===== src/rtl/mem_loader_pkg.sv =====
// Shared definitions for the memory loader: command opcodes, FSM state
// encodings and the per-memory address strides.
package mem_loader_pkg;

  localparam logic [1:0] OP_LOAD_IMEM = 2'd0;
  localparam logic [1:0] OP_LOAD_DMEM = 2'd1;
  localparam logic [1:0] OP_DUMP_DMEM = 2'd2;
  localparam logic [1:0] OP_RUN       = 2'd3;

  typedef logic [2:0] state_t;

  localparam state_t ST_IDLE    = 3'd0;
  localparam state_t ST_LOAD    = 3'd1;
  localparam state_t ST_RD_REQ  = 3'd2;
  localparam state_t ST_RD_WAIT = 3'd3;
  localparam state_t ST_RD_OUT  = 3'd4;
  localparam state_t ST_RUN     = 3'd5;
  localparam state_t ST_DONE    = 3'd6;

  // Instruction memory holds 32-bit words, data memory 64-bit words.
  localparam logic [63:0] IMEM_STRIDE = 64'd4;
  localparam logic [63:0] DMEM_STRIDE = 64'd8;

  function automatic logic [63:0] stride_for(input logic [1:0] op);
    return (op == OP_LOAD_IMEM) ? IMEM_STRIDE : DMEM_STRIDE;
  endfunction

endpackage


===== src/rtl/mem_loader_counter.sv =====
// Loadable down-counter used for the word/cycle count and the read-latency
// wait. Reports when the count is zero and when it is on its last unit.
module loader_counter #(
  parameter int W = 16
) (
  input  logic         clk,
  input  logic         arst_n,
  input  logic         load,
  input  logic [W-1:0] load_value,
  input  logic         dec,
  output logic         zero,
  output logic         one
);

  logic [W-1:0] count;

  // Load has priority over decrement; the count never wraps below zero.
  always_ff @(posedge clk) begin
    if (!arst_n) begin
      count <= '0;
    end else if (load) begin
      count <= load_value;
    end else if (dec && !zero) begin
      count <= count - W'(1);
    end
  end

  assign zero = (count == '0);
  assign one  = (count == W'(1));

endmodule


===== src/rtl/mem_loader.sv =====
// Host-side initiator for the CPU's instruction and data memory ports.
// Streams words into either memory, dumps data memory, or runs the CPU for
// a bounded number of cycles; the CPU is only enabled while nothing else
// touches the memories.
module mem_loader
  import mem_loader_pkg::*;
#(
  parameter int RD_LAT = 1,
  parameter int LEN_W  = 16
) (
  input  logic             clk,
  input  logic             arst_n,
  input  logic             cmd_valid,
  output logic             cmd_ready,
  input  logic [1:0]       cmd_op,
  input  logic [63:0]      cmd_base,
  input  logic [LEN_W-1:0] cmd_len,
  input  logic             wr_valid,
  output logic             wr_ready,
  input  logic [63:0]      wr_data,
  output logic             rd_valid,
  input  logic             rd_ready,
  output logic [63:0]      rd_data,
  output logic             busy,
  output logic             done,
  output logic             cpu_enable,
  output logic [63:0]      addr_ext,
  output logic             wen_ext,
  output logic             ren_ext,
  output logic [31:0]      wdata_ext,
  output logic [63:0]      addr_ext_2,
  output logic             wen_ext_2,
  output logic             ren_ext_2,
  output logic [63:0]      wdata_ext_2,
  input  logic [63:0]      rdata_ext_2
);

  state_t      state;
  logic [1:0]  op;
  logic [63:0] addr;
  logic        wen_q;
  logic        wen2_q;
  logic [63:0] waddr_q;
  logic [63:0] wdata_q;

  logic cnt_load, cnt_dec, cnt_zero, cnt_one;
  logic lat_load, lat_dec, lat_zero, lat_one, lat_done;

  loader_counter #(.W(LEN_W)) u_word_cnt (
    .clk        (clk),
    .arst_n     (arst_n),
    .load       (cnt_load),
    .load_value (cmd_len),
    .dec        (cnt_dec),
    .zero       (cnt_zero),
    .one        (cnt_one)
  );

  loader_counter #(.W(3)) u_lat_cnt (
    .clk        (clk),
    .arst_n     (arst_n),
    .load       (lat_load),
    .load_value (3'(RD_LAT)),
    .dec        (lat_dec),
    .zero       (lat_zero),
    .one        (lat_one)
  );

  // Counter controls: one unit per write, per delivered read word or per run cycle.
  always_comb begin
    cnt_load = (state == ST_IDLE) && cmd_valid;
    cnt_dec  = ((state == ST_LOAD) && wr_valid) ||
               ((state == ST_RD_OUT) && rd_ready) ||
               (state == ST_RUN);
    lat_load = (state == ST_RD_REQ);
    lat_done = lat_one || lat_zero;
    lat_dec  = (state == ST_RD_WAIT) && !lat_done;
  end

  // Main sequencer; memory write strobes are registered and last one cycle.
  always_ff @(posedge clk) begin
    if (!arst_n) begin
      state   <= ST_IDLE;
      op      <= OP_LOAD_IMEM;
      addr    <= '0;
      wen_q   <= 1'b0;
      wen2_q  <= 1'b0;
      waddr_q <= '0;
      wdata_q <= '0;
      rd_data <= '0;
    end else begin
      wen_q   <= 1'b0;
      wen2_q  <= 1'b0;
      waddr_q <= '0;
      wdata_q <= '0;
      case (state)
        ST_IDLE: begin
          if (cmd_valid) begin
            op   <= cmd_op;
            addr <= cmd_base;
            if (cmd_len == '0) begin
              state <= ST_DONE;
            end else begin
              case (cmd_op)
                OP_DUMP_DMEM: state <= ST_RD_REQ;
                OP_RUN:       state <= ST_RUN;
                default:      state <= ST_LOAD;
              endcase
            end
          end
        end
        ST_LOAD: begin
          if (wr_valid) begin
            if (op == OP_LOAD_IMEM) begin
              wen_q   <= 1'b1;
              wdata_q <= {32'b0, wr_data[31:0]};
            end else begin
              wen2_q  <= 1'b1;
              wdata_q <= wr_data;
            end
            waddr_q <= addr;
            addr    <= addr + stride_for(op);
            if (cnt_one) begin
              state <= ST_DONE;
            end
          end
        end
        ST_RD_REQ: begin
          state <= ST_RD_WAIT;
        end
        ST_RD_WAIT: begin
          if (lat_done) begin
            rd_data <= rdata_ext_2;
            state   <= ST_RD_OUT;
          end
        end
        ST_RD_OUT: begin
          if (rd_ready) begin
            addr  <= addr + DMEM_STRIDE;
            state <= cnt_one ? ST_DONE : ST_RD_REQ;
          end
        end
        ST_RUN: begin
          if (cnt_one) begin
            state <= ST_DONE;
          end
        end
        ST_DONE: begin
          state <= ST_IDLE;
        end
        default: begin
          state <= ST_IDLE;
        end
      endcase
    end
  end

  // Status, handshake and memory port outputs; idle ports are forced to zero.
  always_comb begin
    cmd_ready   = (state == ST_IDLE);
    busy        = (state != ST_IDLE);
    wr_ready    = (state == ST_LOAD);
    rd_valid    = (state == ST_RD_OUT);
    done        = (state == ST_DONE);
    cpu_enable  = (state == ST_RUN) && !cnt_zero;
    wen_ext     = wen_q;
    ren_ext     = 1'b0;
    addr_ext    = wen_q ? waddr_q : 64'b0;
    wdata_ext   = wen_q ? wdata_q[31:0] : 32'b0;
    wen_ext_2   = wen2_q;
    ren_ext_2   = (state == ST_RD_REQ);
    addr_ext_2  = wen2_q ? waddr_q : (ren_ext_2 ? addr : 64'b0);
    wdata_ext_2 = wen2_q ? wdata_q : 64'b0;
  end

endmodule


===== config.mk =====
export PLATFORM = sky130hd
export DESIGN_NAME = mem_loader
export DESIGN_NICKNAME = d
export VERILOG_FILES = /design/src/rtl/mem_loader_pkg.sv /design/src/rtl/mem_loader_counter.sv /design/src/rtl/mem_loader.sv
export SDC_FILE = /design/constraint.sdc
export NUM_CORES = 1
export LEC_CHECK = 0
export BUFFER_PORTS_ARGS = -buffer_cell sky130_fd_sc_hd__buf_2
export CORE_MARGIN = 3
export CORE_UTILIZATION = 29
export DETAILED_ROUTE_END_ITERATION = 7
export GPL_ROUTABILITY_DRIVEN = 1
export PLACE_DENSITY = 0.55
export SYNTH_ARGS = -nofsm -noshare
export SYNTH_HDL_FRONTEND = slang
export SYNTH_SLANG_ARGS = --single-unit

===== constraint.sdc =====
create_clock -name clk -period 4.07 [get_ports clk]
set_input_delay 1.0175 -clock clk [delete_from_list [all_inputs] [get_ports clk]]
set_output_delay 1.0175 -clock clk [all_outputs]
set_load 0.02 [all_outputs]

==> flow_results.xml, run 1 <==
<?xml version="1.0" encoding="UTF-8"?>
<metrics>
  <group name="run_status">
    <metric name="outcome" unit="">finished clean</metric>
  </group>
  <group name="sta">
    <metric name="hold_viol" unit="">0</metric>
    <metric name="remaining_max_slew_budget_at_the_tightest_pin" unit="">0.403</metric>
    <metric name="fin_setup_tns" unit="ps">0</metric>
    <metric name="min_period_over_period" unit="">0.903</metric>
    <metric name="maxSlewViolCount" unit="">0</metric>
    <metric name="worst_slack" unit="ps">396</metric>
    <metric name="setup_repair_after_global_routing_missed_its_margin" unit="">false</metric>
    <metric name="post-route-min-period" unit="ps">3670</metric>
    <metric name="tightest_slew" unit="ps">896</metric>
    <metric name="achievable_clock_frequency" unit="MHz">272</metric>
    <metric name="finalClockSkew" unit="ps">30.9</metric>
    <metric name="setup_violations" unit="">0</metric>
  </group>
  <group name="min_path">
    <metric name="hold_removal_path_class" unit="">reg -&gt; reg</metric>
  </group>
  <group name="global_route">
    <metric name="grt_start_max_net_pins" unit="">86</metric>
    <metric name="via_count_of_the_first_global_routing_pass" unit="">15500</metric>
    <metric name="grt_antenna_before_repair" unit="">5</metric>
    <metric name="grt_util_all_layers" unit="">0.240</metric>
    <metric name="grt_overflow" unit="">0</metric>
    <metric name="grt_first_pass_wirelength" unit="µm">97200</metric>
  </group>
  <group name="detailed_routing">
    <metric name="drt-total-wl" unit="µm">65600</metric>
    <metric name="drtPass1Iterations" unit="">5</metric>
    <metric name="detail-route-antenna-nets" unit="">0</metric>
    <metric name="drc" unit="">0</metric>
    <metric name="dr.first_iter.drc_count" unit="">1203</metric>
    <metric name="post_drt_via_cell_ratio" unit="">5.26</metric>
    <metric name="routedWlPerCell" unit="µm">21.5</metric>
    <metric name="num_vias" unit="">16000</metric>
  </group>
  <group name="flow_run">
    <metric name="number_of_violations_of_the_max_capacitance_limit" unit="">0</metric>
  </group>
  <group name="power_and_ir_drop">
    <metric name="static_leakage_power" unit="µW">0.00820</metric>
    <metric name="ir_drop" unit="mV">0.414</metric>
    <metric name="power_density" unit="mW/mm²">585</metric>
  </group>
  <group name="finish">
    <metric name="drive_gt1_frac" unit="">0.278</metric>
    <metric name="num-fill-cells" unit="">5088</metric>
    <metric name="fin_area" unit="mm²">0.0188</metric>
    <metric name="nets" unit="">2592</metric>
    <metric name="sequential_cell_area" unit="mm²">0.00565</metric>
    <metric name="multi_input_area" unit="mm²">0.00803</metric>
    <metric name="final_core_utilization" unit="">0.390</metric>
    <metric name="areaGrowthSynthToFinish" unit="%">31.3</metric>
  </group>
  <group name="logic_synthesis">
    <metric name="synth_area_per_cell" unit="µm²">7.47</metric>
    <metric name="yosysTopAreaCell" unit="">dfxtp_1</metric>
    <metric name="synth_enable_flop_cells" unit="">0</metric>
    <metric name="syn_inst" unit="">1921</metric>
    <metric name="post_synth_instance_area" unit="mm²">0.0144</metric>
    <metric name="number_of_unique_standard_cell_types_used_by_synthesis" unit="">78</metric>
    <metric name="synth-warning-count" unit="">0</metric>
    <metric name="syn-num-nets" unit="">2146</metric>
    <metric name="ys.flop_type" unit="">dfxtp_1</metric>
    <metric name="yosys_register_bits" unit="">282</metric>
    <metric name="sequential_share_of_the_synthesized_area" unit="">0.393</metric>
    <metric name="synth_top_cells_by_area" unit="">dfxtp_1, and2_1, nand2_1</metric>
    <metric name="synth_top_area_frac" unit="">0.393</metric>
    <metric name="postSynth.asyncResetShare" unit="">0</metric>
  </group>
  <group name="cts">
    <metric name="clk_pin_slew_worst_paths" unit="ps">60</metric>
    <metric name="tritoncts.num_buffers" unit="">35</metric>
    <metric name="tritoncts" unit="">done</metric>
    <metric name="clock_tree.htree_level_count" unit="">2</metric>
    <metric name="cts_sinks" unit="">282</metric>
    <metric name="postCtsSetupRepairBufs" unit="">0</metric>
    <metric name="clock_insertion_delay_worst_skew" unit="ps">560</metric>
    <metric name="cts_hold_buf" unit="">0</metric>
    <metric name="cts_root_buf" unit="">clkbuf_16</metric>
    <metric name="post_cts_resize_count" unit="">0</metric>
    <metric name="clk_path_buf_depth" unit="">3</metric>
  </group>
  <group name="die">
    <metric name="num_rows" unit="">80</metric>
    <metric name="num_io_pins" unit="">513</metric>
    <metric name="die-area" unit="mm²">0.0522</metric>
    <metric name="die_w" unit="µm">228</metric>
    <metric name="design.core.area" unit="mm²">0.0483</metric>
    <metric name="die_height" unit="µm">228</metric>
    <metric name="initial_utilization" unit="">0.297</metric>
  </group>
  <group name="placement">
    <metric name="dpl_cell_area" unit="mm²">0.0176</metric>
    <metric name="place_worst_setup_slack" unit="ps">837</metric>
    <metric name="gp_congestion" unit="">1.01</metric>
    <metric name="placement.io_buffers" unit="">511</metric>
    <metric name="place_hpwl" unit="µm">49800</metric>
  </group>
  <group name="critical_path">
    <metric name="worst_ep_required_time" unit="ps">3050</metric>
    <metric name="critPathCaptureType" unit="">output port</metric>
    <metric name="path_max_fanout" unit="">29</metric>
    <metric name="timing.critical_path.from_type" unit="">register</metric>
    <metric name="critical_path_arrival" unit="ps">2660</metric>
    <metric name="setup.worst_path.class" unit="">reg -&gt; out</metric>
  </group>
</metrics>
[layout make-up]
cell class	instances	share of cell area
multi-input combinational	1461	0.426
sequential	282	0.300
timing repair buffer	568	0.161
clock buffer	50	0.0560
tap	656	0.0436
clock inverter	12	0.00910
inverter	19	0.00392
antenna	1	0.000133
[logic make-up after synthesis]
family / count (synthesis) / share of synthesized area
AOI/OAI and AO/OA: 408 / 0.169
and+or+nand+nor: 1028 / 0.370
adders and majority gates: 10 / 0.00924
xor gates and xnor gates: 9 / 0.00549
muxes: 5 / 0.00366
DFF: 282 / 0.393
buffers and inverters: 178 / 0.0493
other: 1 / 0.000261
[worst max-delay path, stage by stage (launching register included)]
cell	delay, ps
dfxtp_1	450
nand2b_1	280
nor2_4	520
buf_12	260
nand2_1	70
o21ai_0	260
buf_2	230
[flip-flops by register name (all words and copies together) (netlist names)]
| signal | flops |
|---|---|
| waddr_q | 64 |
| op | 2 |
| addr | 64 |
| wen_ext_2 | 1 |
| state | 3 |
| wdata_q | 64 |
| rd_data | 64 |
| u_word_cnt.count | 16 |
| u_lat_cnt.count | 3 |
| wen_ext | 1 |
[cell usage in the layout (no fill, tap or decap), types with 17 or more instances in the layout]
cell type	Yosys	final
and2_1	264	264
o21ai_0	114	114
a21oi_1	165	163
nand2_1	369	369
a221oi_1	20	20
clkbuf_16	0	37
dfxtp_1	282	280
nor2_1	98	96
buf_4	3	53
nand4_1	35	35
inv_1	18	17
and3_1	52	50
nand3_1	58	57
buf_2	21	511
nor4_1	29	29
nor3_1	44	44
[Yosys cell counts, drive strengths merged, types with 3 or more instances]
cell    number
a211oi       5
a21o         5
a21oi      166
a221o        3
a221oi      20
a22oi       12
a311oi       4
a31oi       16
a32oi        4
a41oi        3
and2       264
and3        52
and4        10
buf         28
clkbuf     131
dfxtp      282
ha           9
inv         19
mux2i        3
nand2      371
nand2b      10
nand3       58
nand4       37
nand4b       4
nor2        99
nor3        46
nor4        34
o211ai      11
o21a         3
o21ai      119
o221ai       4
o22ai        5
o311a        3
o31ai        9
or2          9
or3         17
or4          9
xnor2        5
xor2         4
[final timing paths]
check | from | endpoint | slack [ps] | depth (start not counted)
hold / removal | rd_data[56]$_SDFFE_PN0P_ | rd_data[56]$_SDFFE_PN0P_ | 450 | 2
hold reg to reg | rd_data[56]$_SDFFE_PN0P_ | rd_data[56]$_SDFFE_PN0P_ | 450 | 2
setup / recovery | state[2]$_SDFFE_PN0P_ | addr_ext_2[56] | 400 | 6
setup reg to reg | op[1]$_SDFFE_PN0P_ | addr[56]$_SDFFE_PN0P_ | 940 | 10
[per-stage QoR]
stage	instances	total power [µW]	hold slack, ps
floorplan	1921	5990	436
global placement	2986	7610	440
detailed placement	2986	7650	443
CTS	3048	11100	451
global route	3048	11600	468
finish	3049	11000	451
[metal layers]
metal	routed length (µm)	up-vias	track usage	share of wire
met3	5890	132	0.0626	0.090
li1	-	7518	-	-
met4	2600	8	0.0971	0.040
met5	45	-	0	0.00069
met1	26600	7534	0.297	0.41
met2	30400	856	0.397	0.46
[power breakdown]
| part | total, µW | internal [µW] | switching, µW | leakage [µW] |
|---|---|---|---|---|
| registers | 3880 | 3150 | 738 | 0.00229 |
| clock network | 3350 | 2060 | 1290 | 0.000596 |
| logic | 3780 | 1300 | 2490 | 0.00532 |
| total | 11000 | 6500 | 4520 | 0.00820 |
Note: power is estimated with default switching activity, not from simulation.
==> run 2, diff against run 1 <==
Clock period 4.07 ns to 3.78 ns, I/O delays scaled along.
==> run 2 against run 1 <==
  * Largest power group unchanged
  * Via count fell by 0.85%
  * Sequential power is 6.7% higher
  * Hold slack better by 0.62 ps
  * Wire length is 0.43% lower
  * Largest cell class unchanged
  * Sequential cell count stayed put
==> flow_results.xml, run 2 (synthesis results as in run 1) <==
<?xml version="1.0" encoding="UTF-8"?>
<metrics>
  <group name="die">
    <metric name="die-area" unit="mm²">0.0522</metric>
    <metric name="design.core.area" unit="mm²">0.0483</metric>
    <metric name="initial_utilization" unit="">0.297</metric>
    <metric name="num_rows" unit="">80</metric>
    <metric name="die_w" unit="µm">228</metric>
    <metric name="num_io_pins" unit="">513</metric>
    <metric name="die_height" unit="µm">228</metric>
  </group>
  <group name="critical_path">
    <metric name="worst_ep_required_time" unit="ps">2830</metric>
    <metric name="regToRegEndpoint" unit="">addr[62]$_SDFFE_PN0P_</metric>
    <metric name="path_max_fanout" unit="">67</metric>
    <metric name="timing.critical_path.from_type" unit="">register</metric>
    <metric name="critPathCaptureType" unit="">output port</metric>
    <metric name="setup.worst_path.class" unit="">reg -&gt; out</metric>
    <metric name="critical_path_arrival" unit="ps">2670</metric>
    <metric name="ff2ff_path_depth" unit="">7</metric>
    <metric name="reg2reg_setup_slack" unit="ps">750</metric>
    <metric name="origin_of_the_critical_flop_to_flop_path" unit="">addr[41]$_SDFFE_PN0P_</metric>
    <metric name="crit_path_start" unit="">state[1]$_SDFFE_PN0P_</metric>
  </group>
  <group name="detailed_routing">
    <metric name="dr.first_iter.drc_count" unit="">1285</metric>
    <metric name="drtPass1Iterations" unit="">5</metric>
    <metric name="detail-route-antenna-nets" unit="">0</metric>
    <metric name="routedWlPerCell" unit="µm">21.4</metric>
    <metric name="post_drt_via_cell_ratio" unit="">5.22</metric>
    <metric name="drt-total-wl" unit="µm">65300</metric>
    <metric name="drc" unit="">0</metric>
    <metric name="num_vias" unit="">15900</metric>
  </group>
  <group name="global_route">
    <metric name="grt_start_max_net_pins" unit="">95</metric>
    <metric name="grt_first_pass_wirelength" unit="µm">96600</metric>
    <metric name="gr-max-usage-layer" unit="">met2</metric>
    <metric name="grt_overflow" unit="">0</metric>
    <metric name="groute.layer.met3.usage" unit="">0.0674</metric>
    <metric name="grt_util_met1" unit="">0.292</metric>
    <metric name="grt_use_met2" unit="">0.400</metric>
    <metric name="grt_antenna_before_repair" unit="">5</metric>
    <metric name="via_count_of_the_first_global_routing_pass" unit="">15400</metric>
    <metric name="grt_util_all_layers" unit="">0.238</metric>
  </group>
  <group name="cts">
    <metric name="tritoncts.num_buffers" unit="">36</metric>
    <metric name="cts_hold_buf" unit="">0</metric>
    <metric name="clock_insertion_delay_worst_skew" unit="ps">560</metric>
    <metric name="clock_tree.htree_level_count" unit="">2</metric>
    <metric name="tritoncts" unit="">done</metric>
    <metric name="clk_path_buf_depth" unit="">3</metric>
    <metric name="post_cts_resize_count" unit="">0</metric>
    <metric name="postCtsSetupRepairBufs" unit="">0</metric>
    <metric name="clk_pin_slew_worst_paths" unit="ps">60</metric>
    <metric name="cts_sinks" unit="">282</metric>
    <metric name="cts_root_buf" unit="">clkbuf_16</metric>
  </group>
  <group name="min_path">
    <metric name="timing.hold.worst_path_depth" unit="">2</metric>
    <metric name="min_from" unit="">rd_data[39]$_SDFFE_PN0P_</metric>
    <metric name="hold_removal_path_class" unit="">reg -&gt; reg</metric>
    <metric name="whs_endpoint" unit="">rd_data[39]$_SDFFE_PN0P_</metric>
  </group>
  <group name="finish">
    <metric name="n_antenna_cell" unit="">0</metric>
    <metric name="fin_area" unit="mm²">0.0189</metric>
    <metric name="num-fill-cells" unit="">5077</metric>
    <metric name="drive_gt1_frac" unit="">0.277</metric>
    <metric name="areaGrowthSynthToFinish" unit="%">31.6</metric>
    <metric name="layout_common_cells" unit="">buf_2, nand2_1, dfxtp_1</metric>
    <metric name="nets" unit="">2591</metric>
    <metric name="final_common_cell" unit="">buf_2</metric>
  </group>
  <group name="sta">
    <metric name="hold_viol" unit="">0</metric>
    <metric name="setup_repair_after_global_routing_missed_its_margin" unit="">false</metric>
    <metric name="setup_violations" unit="">0</metric>
    <metric name="min_period_over_period" unit="">0.958</metric>
    <metric name="maxSlewViolCount" unit="">0</metric>
    <metric name="achievable_clock_frequency" unit="MHz">276</metric>
    <metric name="post-route-min-period" unit="ps">3620</metric>
    <metric name="tightest_slew" unit="ps">957</metric>
    <metric name="finalClockSkew" unit="ps">24.4</metric>
    <metric name="fin_setup_tns" unit="ps">0</metric>
    <metric name="remaining_max_slew_budget_at_the_tightest_pin" unit="">0.356</metric>
  </group>
  <group name="placement">
    <metric name="dpl_cell_area" unit="mm²">0.0176</metric>
    <metric name="placement.io_buffers" unit="">511</metric>
    <metric name="gp_congestion" unit="">0.994</metric>
    <metric name="place_hpwl" unit="µm">49300</metric>
  </group>
  <group name="run_status">
    <metric name="outcome" unit="">finished clean</metric>
  </group>
  <group name="power_and_ir_drop">
    <metric name="power_density" unit="mW/mm²">628</metric>
    <metric name="ir_drop" unit="mV">0.533</metric>
    <metric name="static_leakage_power" unit="µW">0.00822</metric>
  </group>
  <group name="flow_run">
    <metric name="number_of_violations_of_the_max_capacitance_limit" unit="">0</metric>
  </group>
</metrics>
run 2: critical path: stages (launching register included):
cell,delay (ps)
dfxtp_1,640
nand2b_1,220
nor2_4,150
buf_12,300
nand2_1,100
o21ai_0,390
buf_2,250
run 2: power breakdown:
| group | internal [µW] | switching [µW] |
|---|---|---|
| Clock | 2290 | 1390 |
| Sequential | 3390 | 749 |
| Combinational | 1370 | 2670 |
| Total | 7050 | 4820 |
run 2: cell type report:
class / count / area (µm²) / area share
clock buffer: 49 / 1050 / 0.0557
clock inverter: 14 / 211 / 0.0112
inverter: 19 / 73.8 / 0.00391
multi-input combinational: 1461 / 8030 / 0.425
sequential: 282 / 5650 / 0.299
tap: 656 / 821 / 0.0435
timing repair buffer: 566 / 3050 / 0.161
run 2: worst max path at each step:
stage | endpoint | slack [ps] | depth (start not counted)
finish | addr_ext_2[59] | 160 | 6
global route | addr_ext_2[59] | 40 | 6
CTS | addr_ext_2[59] | 180 | 6
detailed placement | addr[39]$_SDFFE_PN0P_ | 700 | 8
global placement | addr[56]$_SDFFE_PN0P_ | 760 | 11
floorplan | addr_ext_2[32] | 750 | 7
run 2: metrics by stage:
step	cells	utilization	hold WS, ps	power [µW]	worst slack, ps
after floorplan	1921	-	436	6450	752
after global placement	2984	0.364	441	8120	764
after detailed placement	2984	0.364	445	8150	698
after CTS	3047	0.391	452	11900	178
after global routing	3047	0.391	464	12400	39.7
final	3047	0.391	451	11900	160
run 2: metal layers:
| layer | part of all wire | up-vias | routed length, µm |
|---|---|---|---|
| li1 | - | 7518 | - |
| met1 | 0.40 | 7441 | 26400 |
| met2 | 0.47 | 808 | 30400 |
| met3 | 0.095 | 136 | 6190 |
| met4 | 0.035 | 8 | 2260 |
| met5 | 0.00090 | - | 59 |
==> run 3, diff against run 2 <==
Settings changed: BUFFER_PORTS_ARGS -buffer_cell sky130_fd_sc_hd__buf_2 to -buffer_cell sky130_fd_sc_hd__clkbuf_2, CORE_AREA set to 3 3 200 202, CORE_MARGIN 3 to not set, CORE_UTILIZATION 29 to not set, DIE_AREA set to 0 0 203 205, PLACE_DENSITY 0.55 to 0.67.
==> run 3 against run 2 <==
  * Sequential cell count unchanged
  * Setup slack better by 210 ps
  * Largest power group unchanged
  * Combinational power about the same
  * Largest cell class unchanged
  * Critical endpoint is now addr_ext_2[8]
==> flow_results.xml, run 3 (synthesis results as in run 1) <==
<?xml version="1.0" encoding="UTF-8"?>
<metrics>
  <group name="detailed_routing">
    <metric name="routedWlPerCell" unit="µm">21.1</metric>
    <metric name="detail-route-antenna-nets" unit="">0</metric>
    <metric name="post_drt_via_cell_ratio" unit="">5.50</metric>
    <metric name="num_vias" unit="">16000</metric>
    <metric name="drtPass1Iterations" unit="">6</metric>
    <metric name="dr.first_iter.drc_count" unit="">1367</metric>
    <metric name="drc" unit="">0</metric>
    <metric name="drt-total-wl" unit="µm">61400</metric>
  </group>
  <group name="critical_path">
    <metric name="timing.critical_path.slowest_stage_cell" unit="">dfxtp_1</metric>
    <metric name="path_cells" unit="">nand2b_1 &gt; nor2_4 &gt; buf_12 &gt; nand2_1 &gt; o21ai_0 &gt; clkbuf_2</metric>
    <metric name="path_max_fanout" unit="">67</metric>
    <metric name="cp_slowest_stage_delay" unit="ps">620</metric>
    <metric name="critPathCaptureType" unit="">output port</metric>
    <metric name="regToRegEndpoint" unit="">addr[62]$_SDFFE_PN0P_</metric>
    <metric name="reg2reg_setup_slack" unit="ps">560</metric>
    <metric name="ff2ff_path_depth" unit="">8</metric>
    <metric name="worst_ep_required_time" unit="ps">2830</metric>
    <metric name="timing.critical_path.from_type" unit="">register</metric>
    <metric name="setup.worst_path.class" unit="">reg -&gt; out</metric>
    <metric name="critical_path_arrival" unit="ps">2470</metric>
    <metric name="origin_of_the_critical_flop_to_flop_path" unit="">addr[30]$_SDFFE_PN0P_</metric>
  </group>
  <group name="cts">
    <metric name="tritoncts" unit="">done</metric>
    <metric name="cts_hold_buf" unit="">0</metric>
    <metric name="post_cts_resize_count" unit="">0</metric>
    <metric name="tritoncts.num_buffers" unit="">35</metric>
    <metric name="cts_sinks" unit="">282</metric>
    <metric name="clock_tree.htree_level_count" unit="">2</metric>
    <metric name="clk_pin_slew_worst_paths" unit="ps">60</metric>
    <metric name="clock_insertion_delay_worst_skew" unit="ps">550</metric>
    <metric name="postCtsSetupRepairBufs" unit="">0</metric>
    <metric name="cts_root_buf" unit="">clkbuf_16</metric>
    <metric name="clk_path_buf_depth" unit="">3</metric>
  </group>
  <group name="min_path">
    <metric name="timing.hold.worst_path_depth" unit="">2</metric>
    <metric name="whs_endpoint" unit="">rd_data[34]$_SDFFE_PN0P_</metric>
    <metric name="hold_removal_path_class" unit="">reg -&gt; reg</metric>
    <metric name="min_from" unit="">rd_data[34]$_SDFFE_PN0P_</metric>
  </group>
  <group name="power_and_ir_drop">
    <metric name="power_density" unit="mW/mm²">624</metric>
    <metric name="ir_drop" unit="mV">0.512</metric>
    <metric name="static_leakage_power" unit="µW">0.00794</metric>
  </group>
  <group name="sta">
    <metric name="fin_setup_tns" unit="ps">0</metric>
    <metric name="post-route-min-period" unit="ps">3410</metric>
    <metric name="hold_viol" unit="">0</metric>
    <metric name="finalClockSkew" unit="ps">20.8</metric>
    <metric name="tightest_slew" unit="ps">942</metric>
    <metric name="setup_repair_after_global_routing_missed_its_margin" unit="">false</metric>
    <metric name="maxSlewViolCount" unit="">0</metric>
    <metric name="remaining_max_slew_budget_at_the_tightest_pin" unit="">0.366</metric>
    <metric name="worst_slack" unit="ps">369</metric>
    <metric name="achievable_clock_frequency" unit="MHz">293</metric>
    <metric name="min_period_over_period" unit="">0.902</metric>
    <metric name="setup_violations" unit="">0</metric>
  </group>
  <group name="die">
    <metric name="die_height" unit="µm">205</metric>
    <metric name="die_w" unit="µm">203</metric>
    <metric name="initial_utilization" unit="">0.373</metric>
    <metric name="design.core.area" unit="mm²">0.0385</metric>
    <metric name="num_rows" unit="">72</metric>
    <metric name="die-area" unit="mm²">0.0416</metric>
    <metric name="num_io_pins" unit="">513</metric>
  </group>
  <group name="finish">
    <metric name="final_common_cell" unit="">clkbuf_2</metric>
    <metric name="drive_gt1_frac" unit="">0.276</metric>
    <metric name="nets" unit="">2589</metric>
    <metric name="fin_area" unit="mm²">0.0186</metric>
    <metric name="areaGrowthSynthToFinish" unit="%">29.6</metric>
    <metric name="layout_common_cells" unit="">clkbuf_2, nand2_1, dfxtp_1</metric>
  </group>
  <group name="placement">
    <metric name="gp_congestion" unit="">1.02</metric>
    <metric name="place_worst_setup_slack" unit="ps">658</metric>
    <metric name="dpl_cell_area" unit="mm²">0.0174</metric>
    <metric name="place_hpwl" unit="µm">46300</metric>
    <metric name="placement.io_buffers" unit="">511</metric>
  </group>
  <group name="global_route">
    <metric name="grt_start_max_net_pins" unit="">93</metric>
    <metric name="grt_overflow" unit="">0</metric>
    <metric name="grt_first_pass_wirelength" unit="µm">91100</metric>
    <metric name="grt_antenna_before_repair" unit="">4</metric>
    <metric name="via_count_of_the_first_global_routing_pass" unit="">15200</metric>
    <metric name="grt_util_all_layers" unit="">0.282</metric>
  </group>
  <group name="run_status">
    <metric name="outcome" unit="">finished clean</metric>
  </group>
  <group name="flow_run">
    <metric name="number_of_violations_of_the_max_capacitance_limit" unit="">0</metric>
  </group>
</metrics>
[run 3: layout make-up]
type	count	area (µm²)
Sequential cell	282	5650
Timing Repair Buffer	565	3010
Clock buffer	47	1020
Antenna cell	3	7.51
Fill cell	3815	19900
Tap cell	518	648
Inverter	19	72.6
Clock inverter	13	155
Multi-Input combinational cell	1461	8030
[run 3: worst max path at each step]
stage                     slack (ps)                   from               endpoint  depth (start not counted)
after floorplan                  750  state[1]$_SDFFE_PN0P_         addr_ext_2[32]                          7
after global placement           770     op[1]$_SDFFE_PN0P_  addr[56]$_SDFFE_PN0P_                         10
after detailed placement         660     op[0]$_SDFFE_PN0P_  addr[56]$_SDFFE_PN0P_                         10
after CTS                        280  state[1]$_SDFFE_PN0P_          addr_ext_2[8]                          6
after global routing             240  state[1]$_SDFFE_PN0P_          addr_ext_2[8]                          6
final                            370  state[1]$_SDFFE_PN0P_          addr_ext_2[8]                          6
[run 3: routing by layer]
| metal | GRT usage | wire length [µm] |
|---|---|---|
| met2 | 0.471 | 28500 |
| met3 | 0.0814 | 6520 |
| met5 | 0 | 14 |
| met4 | 0.135 | 3020 |
| met1 | 0.333 | 23400 |
[run 3: power breakdown]
part	switching (µW)	total [µW]	internal (µW)
registers	731	4120	3390
logic	2670	4030	1360
clock network	1350	3460	2110
total	4750	11600	6850
[run 3: metrics by stage]
step | hold WS, ps | util | std cells | total power [µW]
4_1_cts | 454 | 0.483 | 2905 | 11600
2_1_floorplan | 436 | - | 1921 | 6450
3_5_place_dp | 445 | 0.453 | 2845 | 8070
5_1_grt | 468 | 0.483 | 2906 | 12200
6_report | 451 | 0.484 | 2908 | 11600
3_3_place_gp | 441 | 0.453 | 2845 | 8010
[run 3: worst max-delay path: cells and delay by family (launching register included)]
kind | cells | cell delay [ps]
compound gates | 1 | 310
simple gates | 3 | 470
flops | 1 | 620
buf+inv | 2 | 500
